## config.mk

```make
export PLATFORM = sky130hd
export DESIGN_NAME = ad_pn_next
export DESIGN_NICKNAME = d
export VERILOG_FILES = /design/src/rtl/ad_pn_next.sv
export SDC_FILE = /design/constraint.sdc
export NUM_CORES = 1
export LEC_CHECK = 0
export ABC_AREA = 1
export ABC_CLOCK_PERIOD_IN_PS = 2200
export BUFFER_PORTS_ARGS = -buffer_cell sky130_fd_sc_hd__buf_2
export CAP_MARGIN = 15
export CORE_MARGIN = 8
export CORE_UTILIZATION = 41
export DETAILED_ROUTE_END_ITERATION = 12
export GPL_ROUTABILITY_DRIVEN = 1
export GPL_TIMING_DRIVEN = 0
export PLACE_DENSITY = 0.93
export SLEW_MARGIN = 20
export SYNTH_ARGS = -nofsm -noshare
export SYNTH_HDL_FRONTEND = slang
export SYNTH_SLANG_ARGS = --single-unit
```

## constraint.sdc

```tcl
create_clock -name vclk -period 2.2
set_input_delay 0.44 -clock vclk [all_inputs]
set_output_delay 0.44 -clock vclk [all_outputs]
set_load 0.02 [all_outputs]
```

## src/rtl/ad_pn_next.sv

```systemverilog
// Combinational PRBS word generator: predicts the next full word from the
// low 16 bits of the previous word, bit stream running MSB-first.
module ad_pn_next #(
  parameter int          DATA_PATH_WIDTH = 4,
  parameter logic [15:0] POLYNOMIAL      = 16'h6000
) (
  input  logic [15:0]                   pn_seed,
  output logic [DATA_PATH_WIDTH*16-1:0] pn_data
);

  localparam int W = DATA_PATH_WIDTH * 16;

  always_comb begin : gen_word
    logic [W+15:0] f;
    f = '0;
    f[W +: 16] = pn_seed;
    // Each bit depends on already-resolved higher bits, so walk downward.
    for (int k = W - 1; k >= 0; k--) begin
      f[k] = ^(f[k+1 +: 16] & POLYNOMIAL);
    end
    pn_data = f[W-1:0];
  end

endmodule

```

======== After elaboration in Yosys (flattened, before gate mapping) ========
Index checks and enable logic that the tools add are counted.
word-level totals
  register bits after elaboration ......... 0
  bits of input ports ..................... 16
  output and inout bits ................... 64
  logic and storage cells ................. 64
operators by class
  reductions and logical operators ........ 64
operator list
  cell               count
  $reduce_xor 16->1  64

======== Longest topological paths before layout ========
  word-level depth ........................ 5
  gate-level depth with buffers ........... 12
  gate-level depth less buffers ........... 11

======== Worst setup path before layout ========
No wires, ideal clock.
  path kind ............................... input to output
  start point ............................. input pn_seed[9]
  end point ............................... output pn_data[16]
  data arrival time ....................... 2,031 ps
  data required time ...................... 1,760 ps
  path slack .............................. -271 ps
  stages .................................. 8
  path through ............................ buf_2 -> xor2_1 -> nand2_1 -> nand2_1 -> nand2_1 -> nand2_1 -> o21ai_0 -> nand2_1
on the way
  longest elaborated chain between the ends .. 4
ends and longest elaborated chain
  element                line  source
  from (decl)            7     input logic [15:0] pn_seed,
  $reduce_xor 16->1      19    f[k] = ^(f[k+1 +: 16] & POLYNOMIAL);
  named net pn_data[58]  8     output logic [DATA_PATH_WIDTH*16-1:0] pn_data
  $reduce_xor 16->1      19
  named net pn_data[44]  8
  $reduce_xor 16->1      19
  named net pn_data[30]  8
  $reduce_xor 16->1      19
  to (decl)              8
The timed path passes the listed nets, and every way through them passes these cells.

======== Final worst setup path ========
  start point ............................. input pn_seed[1]
  end point ............................... output pn_data[7]
on the way
  longest elaborated chain between the ends .. 4
ends and longest elaborated chain
  element                         line
  $reduce_xor 16->1 (3 in a row)  19
  $reduce_xor 16->1 (*)           19
Every way passes the cells marked *; elsewhere a longest branch is shown, timed or not.

==> impl_metrics.py <==
metrics = {
    "layout": {
        "multi_input_area_um2": 978,
        "n_fill_cell": 227,
        "diodes": 0,
        "fin_util": 0.679,
        "ff_latch_area_um2": 0,
        "area_growth_pct": 58.5,
        "seq_cell_count": 0,
        "n_clock_buffer": 0,
        "drive_above_1_share": 0.421,
        "num-nets-final": 258,
    },
    "worst_setup_path": {
        "critPathArrivalTime_ns": 1.62,
        "cp_max_fo": 7,
        "crit_path_end_kind": "primary output",
        "critPathMaxStageDelay_ns": 0.30,
        "path_class": "input port to primary output",
        "crit_chain": "clkbuf_8 > xnor2_1 > nand2_1 > nand2_1 > inv_1 > nand2_1 > nand2_1 > nand2_1 > nand2_1 > buf_2",
        "worst_path_max_delay_cell": "xnor2_1",
        "required_ns": 1.76,
        "worstSetupStartpointType": "input port",
        "critPathTopFamily": "simple AND/OR/NAND/NOR gates",
        "path_buf_inv": 3,
        "cp_common_cell": "nand2_1",
    },
    "power": {
        "p_int_w": 0.000288,
        "p_comb_frac": 1.000,
        "switching_share": 0.666,
        "clkPwrFrac": 0,
        "peakVddDrop_uv": 317,
        "leakage_nw": 0.907,
        "power.total_w": 0.000861,
        "netSwitchingPower_w": 0.000573,
        "p_per_area_nw_per_um2": 579,
        "seq_power_share": 0,
    },
    "sta": {
        "drv_slew": 0,
        "slew_headroom": 0.773,
        "fmax_ghz": 0.485,
        "finalHoldViolations": 0,
        "tightestPinTransition_ns": 0.338,
        "period_needed_ns": 2.06,
        "fin_crit_sh": 0.936,
        "setup_viol": 0,
        "rsz0062_at_grt": "true",
    },
    "status": {
        "status": "completed",
    },
    "route": {
        "ant_nets": 0,
        "vias": 1220,
        "routed-wl-met3_um": 251,
        "viasPerCell": 4.55,
        "highest_layer": "met3",
        "routedWlPerCell_um": 11.2,
        "wl_met1_um": 1220,
        "drc": 0,
        "first_iter_violations": 48,
        "first_pass_iters": 4,
        "finalWirelength_um": 3000,
        "dr_wl_met2_um": 1530,
    },
    "job": {
        "drv_cap": 0,
    },
    "synth": {
        "synth.distinct_cells": 14,
        "yosys_warnings": 0,
        "syn_inst": 166,
        "synthesis.nets": 182,
        "synth_sequential_area_ratio": 0,
        "synth_area_um2": 938,
        "avgSynthCellArea_um2": 5.65,
    },
    "global_route": {
        "grt_pass1_vias": 1131,
        "grt_usage": 0.133,
        "grt_antenna_before_repair": 0,
        "grt_pass1_wl_um": 4880,
        "grt_max_degree": 8,
        "grt_overflow_total": 0,
    },
    "die": {
        "core_area_um2": 2190,
        "die_area_um2": 4080,
        "pin_count": 80,
        "die_w_um": 63.8,
        "initial_core_util": 0.428,
        "rows": 17,
        "die_y_um": 63.8,
    },
    "placement": {
        "port_buffers": 74,
        "gp_congestion": 0.810,
        "dp_hpwl_um": 2750,
    },
    "cts": {
        "post-cts-setup-buffers": 0,
        "ctsHoldBuffers": 0,
    },
    "worst_hold_path": {
        "hp-class": "input port to primary output",
    },
}
-- Yosys cell counts --
master    instances  area, µm²
buf_2             3       15.0
clkbuf_1          1       3.75
clkbuf_8          1       13.8
inv_1            18       67.6
nand2_1          85        319
nand2b_1          1       6.26
nand3_1           8       40.0
nand3b_4          1       20.0
nor2_1            3       11.3
o21ai_0           1       5.00
xnor2_1          16        140
xnor3_1           1       22.5
xor2_1           22        193
xor2_2            5       81.3
-- what timing repair did --
item	in CTS	in global routing
gates cloned	0	0
gates resized for setup	1	4
setup endpoints to repair	1	2
-- per-layer routing --
metal	GRT usage	up-vias
li1	-	634
met1	0.148	533
met2	0.262	53
met3	0.0314	0
met4	0	0
met5	0	-
-- tightest hold or removal path: cells and delay by family --
family    cells  cell delay (ns)
buf+inv       2             0.31
xor+xnor      1             0.07
-- cells by family after synthesis --
group	synth area share
simple gates	0.423
xor+xnor	0.465
buf+inv	0.107
compound gates	0.00533
-- worst paths after layout --
| kind | end | startpoint | slack, ns | depth (start not counted) |
|---|---|---|---|---|
| setup / recovery | pn_data[7] | pn_seed[1] | 0.14 | 10 |
| hold / removal | pn_data[5] | pn_seed[1] | 1.26 | 3 |
-- power groups by stage --
stage | registers, W | logic (W) | clock network [W]
2_1_floorplan | 0 | 0.000595 | 0
3_3_place_gp | 0 | 0.000850 | 0
3_5_place_dp | 0 | 0.000866 | 0
4_1_cts | 0 | 0.000870 | 0
5_1_grt | 0 | 0.000933 | 0
6_report | 0 | 0.000861 | 0
-- cell type report --
type	instances	area share
plain buffers	5	0.0244
inverters	18	0.0454
multi-input cells	143	0.658
well taps	28	0.0235
repair buffers	74	0.249
-- cells in the final DEF (no fill, tap or decap), drive strengths merged --
master,n
nand2,85
buf,76
xor2,27
inv,18
xnor2,16
nand3,8
nor2,3
clkbuf,3
nand2b,1
nand3b,1
o21ai,1
xnor3,1
-- metrics by stage --
stage | TNS, ns | setup WS, ns | instance area (µm²) | hold slack [ns] | std cells
2_1_floorplan | -0.183 | -0.116 | 1050 | 0.949 | 166
3_3_place_gp | 0 | 0.0256 | 1460 | 1.25 | 268
3_5_place_dp | -0.00808 | -0.00808 | 1460 | 1.26 | 268
4_1_cts | 0 | 0.0630 | 1470 | 1.26 | 268
5_1_grt | -0.00586 | -0.00586 | 1490 | 1.27 | 268
6_report | 0 | 0.140 | 1490 | 1.26 | 268
Note: power is estimated with default switching activity, not from simulation.
